## src/rtl/accum_pkg.sv

```systemverilog
// accum_pkg: shared state encoding for the operand accumulator
package accum_pkg;
  typedef enum logic [1:0] {IDLE, ACCUM, HOLD} accum_state_t;
endpackage

```

## src/rtl/adder_nbit.sv

```systemverilog
// adder_nbit: N-bit ripple-carry adder with carry-out
module adder_nbit #(
  parameter int BIT_WIDTH = 4
) (
  input  logic [BIT_WIDTH-1:0] a,
  input  logic [BIT_WIDTH-1:0] b,
  input  logic                 carry_in,
  output logic [BIT_WIDTH-1:0] sum,
  output logic                 carry
);
  logic [BIT_WIDTH:0] c;
  assign c[0] = carry_in;
  for (genvar i = 0; i < BIT_WIDTH; i++) begin : g_bit
    assign sum[i]  = a[i] ^ b[i] ^ c[i];
    assign c[i+1]  = (a[i] & b[i]) | (c[i] & (a[i] ^ b[i]));
  end
  assign carry = c[BIT_WIDTH];
endmodule

```

## src/rtl/operand_accumulator.sv

```systemverilog
// operand_accumulator: sums COUNT handshaked operands per frame and presents the total with sticky overflow
module operand_accumulator
  import accum_pkg::*;
#(
  parameter int BIT_WIDTH = 4,
  parameter int COUNT     = 4
) (
  input  logic                 clk,
  input  logic                 rst,
  input  logic                 clear,
  input  logic                 in_valid,
  output logic                 in_ready,
  input  logic [BIT_WIDTH-1:0] in_data,
  output logic                 out_valid,
  input  logic                 out_ready,
  output logic [BIT_WIDTH-1:0] out_sum,
  output logic                 out_overflow
);
  localparam int CNT_W = $clog2(COUNT + 1);
  accum_state_t         state;
  logic [BIT_WIDTH-1:0] acc, a_op, sum;
  logic [CNT_W-1:0]     cnt, cnt_nxt;
  logic                 ovf, carry, accept;
  assign in_ready     = state != HOLD;
  assign out_valid    = state == HOLD;
  assign out_sum      = out_valid ? acc : '0;
  assign out_overflow = out_valid & ovf;
  assign accept       = in_valid & in_ready;
  assign cnt_nxt      = cnt + CNT_W'(1);
  assign a_op         = state == IDLE ? '0 : acc;
  adder_nbit #(.BIT_WIDTH(BIT_WIDTH)) u_add (
    .a        (a_op),
    .b        (in_data),
    .carry_in (1'b0),
    .sum      (sum),
    .carry    (carry)
  );
  // frame state, running sum, operand count and sticky overflow; clear outranks any handshake
  always_ff @(posedge clk) begin
    if (rst || clear || (out_valid && out_ready)) begin
      state <= IDLE;
      acc   <= '0;
      cnt   <= '0;
      ovf   <= 1'b0;
    end else if (accept) begin
      acc   <= sum;
      ovf   <= (state != IDLE && ovf) || carry;
      cnt   <= cnt_nxt;
      state <= cnt_nxt == CNT_W'(COUNT) ? HOLD : ACCUM;
    end
  end
endmodule

```

## config.mk

```make
export PLATFORM = sky130hd
export DESIGN_NAME = operand_accumulator
export DESIGN_NICKNAME = d
export VERILOG_FILES = /design/src/rtl/accum_pkg.sv /design/src/rtl/adder_nbit.sv /design/src/rtl/operand_accumulator.sv
export SDC_FILE = /design/constraint.sdc
export NUM_CORES = 1
export LEC_CHECK = 0
export BUFFER_PORTS_ARGS = -buffer_cell sky130_fd_sc_hd__buf_2
export CORE_AREA = 5 5 42 44
export CTS_CLUSTER_DIAMETER = 100
export DETAILED_ROUTE_END_ITERATION = 8
export DIE_AREA = 0 0 47 49
export PLACE_DENSITY = 0.7
export SLEW_MARGIN = 0
export SYNTH_ARGS = -nofsm -noshare
export SYNTH_HDL_FRONTEND = slang
export SYNTH_SLANG_ARGS = --single-unit
```

## constraint.sdc

```tcl
create_clock -name clk -period 5.55 [get_ports clk]
set_input_delay 0.8325 -clock clk [delete_from_list [all_inputs] [get_ports clk]]
set_output_delay 0.8325 -clock clk [all_outputs]
set_load 0.01 [all_outputs]
```

* Word-level counts from Yosys, hierarchy flattened
Index checks and enable logic that the tools add are counted.
** Operators by class
- Multipliers :: 0
- $lt $le $gt $ge :: 0
- Reduce and logical (&&, ||, !) cells :: 7
- Add/subtract/negate cells :: 1
- Div/mod/pow operators :: 0
- Bitwise gates (word level) :: 19
- Shift operators :: 0
- Muxes and demuxes :: 3
- Equality and inequality tests :: 3
** Operators with widths (count)
- $and A1 B1 Y1 :: 9
- $mux W4 :: 2
- $xor A1 B1 Y1 :: 7
- $add A3 B1 Y3 const B :: 1
- $eq A3 B3 Y1 const B :: 1
- $logic_or A1 B1 Y1 :: 3
- $or A1 B1 Y1 :: 3
- $eq A2 B2 Y1 const B :: 1
- $logic_and A1 B1 Y1 :: 2
- $logic_not A2 Y1 :: 1
- $mux W2 :: 1
- $ne A2 B2 Y1 const B :: 1
- $reduce_bool A2 Y1 :: 1
** Storage, ports and cells
- Bits in read-only memories :: 0
- Flip-flop bits (word level) :: 10
- Memory bits (writable) :: 0
- Word-level logic and storage cells :: 37
- Latch bits :: 0
- Input bits :: 9
- Output and inout port bits :: 7
- Memories kept :: 0

* Longest topological paths before layout
- Depth in word-level cells :: 10
- Mapped depth :: 9

* Modules after synthesis
From an unflattened synthesis, not the netlist that was laid out.
** Unflattened totals
- Cell total of the unflattened synthesis :: 77
- Area, all modules :: 651.9 um2
** By module, submodules not included
- operand_accumulator :: area an instance 534.3 um2, instances 1, cells an instance 63, sequential area each 200.2 um2
- adder_nbit :: area an instance 117.6 um2, instances 1, cells an instance 14, sequential area each 0.0 um2

* Worst setup path after synthesis
OpenSTA, ideal clock, no wires.
- Path kind :: input to register
- Start point :: input in_data[0]
- End point :: register acc[3]
- Cell stages on the path :: 6
- Library setup time :: 88 ps
- Required time :: 5462 ps
- Arrival time :: 2195 ps
- Path slack :: 3266 ps
- Cells stage by stage :: ha_1 fa_1 inv_1 fa_1 fa_1 a311oi_2
** Between the ends
- Cells in the longest elaborated chain, start to end :: 6
** Ends and longest elaborated chain
- start: declaration :: line operand_accumulator.sv:13 : input logic [BIT_WIDTH-1:0] in_data,
- $and A1 B1 Y1 (2 in a row) :: line adder_nbit.sv:15 : assign c[i+1] = (a[i] & b[i]) | (c[i] & (a[i] ^ b[i]));
- $or A1 B1 Y1 :: line adder_nbit.sv:15
- $and A1 B1 Y1 :: line adder_nbit.sv:15
- $or A1 B1 Y1 :: line adder_nbit.sv:15
- $xor A1 B1 Y1 :: line adder_nbit.sv:14 : assign sum[i] = a[i] ^ b[i] ^ c[i];
- end signal: assignment :: line operand_accumulator.sv:46 : acc <= sum;
- end: declaration :: line operand_accumulator.sv:21 : logic [BIT_WIDTH-1:0] acc, a_op, sum;
Every way passes these cells.
A chain may end at the register's enable or synchronous reset.

* Final worst setup path
- Start point :: register state[0]
- End point :: output out_sum[0]
** Between the ends
- Cells in the longest elaborated chain, start to end :: 2
** Ends and longest elaborated chain
- start: declaration :: line operand_accumulator.sv:20 : accum_state_t state;
- start signal: assignment :: line operand_accumulator.sv:49 : state <= cnt_nxt == CNT_W'(COUNT) ? HOLD : ACCUM;
- $eq A2 B2 Y1 :: line operand_accumulator.sv:25 : assign out_valid = state == HOLD;
- $mux W4 :: line operand_accumulator.sv:26 : assign out_sum = out_valid ? acc : '0;
- end: declaration :: line operand_accumulator.sv:16 : output logic [BIT_WIDTH-1:0] out_sum,
Every way passes these cells.

==> results.py <==
metrics = {
    "power_and_ir_drop": {
        "finalPower_mw": 0.159,
        "power_frac_clock_pct": 43.6,
        "total_leakage_power_nw": 0.315,
        "combinationalPowerShare_pct": 8.9,
        "power.density_nw_per_um2": 223,
        "swShare_pct": 24.4,
        "p_sw_mw": 0.0387,
        "peakVddDrop_mv": 0.179,
        "p_int_mw": 0.120,
        "power.share.sequential_pct": 47.5,
    },
    "finish": {
        "layout-drive-gt1-share_pct": 28.0,
        "final_nets": 98,
        "fin_area_sq_um": 711,
        "final_core_util_pct": 50.7,
        "multiInputGateArea_sq_um": 353,
        "seqCellArea_sq_um": 200,
        "syn2layout_area_growth_pct": 17.6,
        "antennaDiodeCount": 0,
        "final_cells": 98,
        "nFillCells": 141,
    },
    "grt": {
        "grt.total_usage_pct": 13.1,
        "grt_antenna_before_repair": 0,
        "first_global_vias": 464,
        "grt_pass1_wl_microns": 2050,
        "grt_max_degree": 15,
        "grt.overflow.total": 0,
    },
    "critical_path": {
        "crit_type": "register to output port",
        "arrival_ns": 1.68,
        "ff2ff_setup_slack_ns": 3.45,
        "critPathSlowestCell": "dfxtp_1",
        "path_cells": "or2b_1 > inv_2 > and2_1 > buf_2",
        "cp-start-kind": "register",
        "r2r-end": "ovf",
        "cp.required_ns": 4.72,
        "crit_family": "simple AND/OR/NAND/NOR gates",
        "critPathMaxFanout": 13,
        "cp_num_buf_inv": 2,
        "end_kind": "output port",
        "critPathMaxStageDelay_ns": 0.44,
        "r2r_cells": 9,
        "worstReg2RegStart": "state[1]",
    },
    "clock_network": {
        "cts_tree": "done",
        "hold_buffers": 0,
        "ctsRootBufferMaster": "clkbuf_4",
        "clk_pin_slew_ns": 0.07,
        "postCtsSetupBuffers": 0,
        "htree_levels": 1,
        "cts_buffers": 3,
        "cts_resized": 0,
        "clkLatencyLatePin_ns": 0.28,
        "clkSinkCount": 10,
        "cts.path.max_buffers": 2,
    },
    "routing": {
        "firstDrtPassIters": 4,
        "highest_layer": "met4",
        "vias": 527,
        "ant_nets": 0,
        "wl_met1_microns": 521,
        "drc_errors": 0,
        "dr_wl_met2_microns": 578,
        "viasPerCell": 5.38,
        "dr.first_iter.drc_count": 10,
        "wl_per_cell_microns": 12.3,
        "finalWirelength_microns": 1210,
        "wl_met3_microns": 50,
    },
    "synthesis": {
        "yosys_most_used_dff": "dfxtp_1",
        "synth_edf_count": 0,
        "avgSynthCellArea_sq_um": 9.02,
        "synth_cell_types": 24,
        "ys_top_cells_by_area": "dfxtp_1, fa_1, a21oi_1",
        "seq_area_frac_synth_pct": 33.1,
        "syn_area_sq_um": 604,
        "synth_nets": 82,
        "yosysTopAreaCellShare_pct": 33.1,
        "synth-warning-count": 0,
        "synth_area_leader_cell": "dfxtp_1",
        "netlist_instances": 67,
        "ys_ff_latch": 10,
        "async_flop_share_pct": 0,
    },
    "timing": {
        "min_period_ns": 2.51,
        "tightest_slew_ns": 0.459,
        "setup-tns-final_ns": 0,
        "slew_violations": 0,
        "setup_violations": 0,
        "rsz0062_at_grt": "false",
        "hold_viol": 0,
        "fin_crit_sh_pct": 45.2,
        "slew_headroom_pct": 69.4,
        "fin_skew_ns": 0.000924,
        "fmax_ghz": 0.398,
    },
    "floorplan": {
        "dieArea_sq_um": 2300,
        "fp.coreArea_sq_um": 1400,
        "start_util_pct": 43.1,
        "die_w_microns": 47,
        "fp.dieH_microns": 49,
        "ios": 16,
        "fp-row-count": 14,
    },
    "placement": {
        "io_buffers": 15,
        "gp_congestion": 0.662,
        "hpwl_microns": 833,
        "placed_area_sq_um": 674,
        "dpl.cell_count": 94,
    },
    "run": {
        "drv_cap": 0,
    },
    "min_path": {
        "holdPathEnd": "cnt[1]",
        "hold_path.startpoint": "cnt[1]",
        "whs_path_depth": 2,
        "holdCritPathClass": "register to register",
    },
    "status": {
        "status": "finished clean",
    },
}
-- layer usage --
layer,global-route usage [%],vias up
met2,17.2,10
li1,-,262
met4,12.4,0
met5,0,-
met3,3.32,5
met1,16.4,250
-- final cells by class --
| cell class | count | share of cell area (%) |
|---|---|---|
| Multi-Input combinational cell | 46 | 49.6 |
| Sequential cell | 10 | 28.2 |
| Timing Repair Buffer | 15 | 10.6 |
| Clock buffer | 4 | 5.11 |
| Inverter | 7 | 3.70 |
| Tap cell | 16 | 2.82 |
-- logic make-up after synthesis --
logic type                 Yosys count  synth area share [%]
buffers and inverters               11                  8.49
AOI/OAI and AO/OA                   24                  26.9
and+or+nand+nor                     16                  15.3
DFF                                 10                  33.1
adders and majority gates            6                  16.2
-- cells in the final DEF (no fill, tap or decap), types with 5 or more instances in the layout --
cell / count
buf_2: 15
a21oi_1: 10
dfxtp_1: 10
o21ai_0: 6
inv_1: 6
and2_1: 5
-- cell usage after synthesis, drive strengths merged (2+ instances only) --
cell type and number:
a21oi 10, a311oi 3, and2 5, buf 3, dfxtp 10, fa 3, ha 3, inv 7
nand3 3, o21a 2, o21ai 6, or3 2
-- sequential cells by signal, indices dropped and copies added, names as in the netlist --
| name | count |
|---|---|
| acc | 4 |
| state | 2 |
| ovf | 1 |
| cnt | 3 |
-- worst max-delay path by stage --
stage,startpoint,to,cells past startpoint
6_report,state[0],out_sum[0],4
5_1_grt,state[0],out_sum[0],4
4_1_cts,state[0],out_sum[0],4
3_5_place_dp,in_data[0],acc[3],7
3_3_place_gp,in_data[0],ovf,9
2_1_floorplan,in_data[0],acc[3],6
-- stage by stage --
stage / setup WS, ns / hold slack, ns
6_report: 3.04 / 0.491
5_1_grt: 2.87 / 0.524
4_1_cts: 3.02 / 0.491
3_5_place_dp: 3.11 / 0.479
3_3_place_gp: 3.12 / 0.467
2_1_floorplan: 3.27 / 0.456
-- worst reg2reg max path: stages, from the launching register on --
cell and delay (ns):
dfxtp_1 0.43, o21a_1 0.16, ha_1 0.15, fa_1 0.16
inv_1 0.05, fa_1 0.37, fa_1 0.39, nand3b_1 0.10
a21oi_1 0.07, nor3_1 0.16
-- power groups by stage --
stage	Combinational (mW)	Sequential [mW]	Clock, mW
after detailed placement	0.0143	0.0772	0
after global routing	0.0163	0.0759	0.0743
after global placement	0.0139	0.0771	0
final	0.0142	0.0755	0.0692
after CTS	0.0144	0.0755	0.0706
after floorplan	0.0104	0.0767	0
Power figures use the tool's default switching activity.
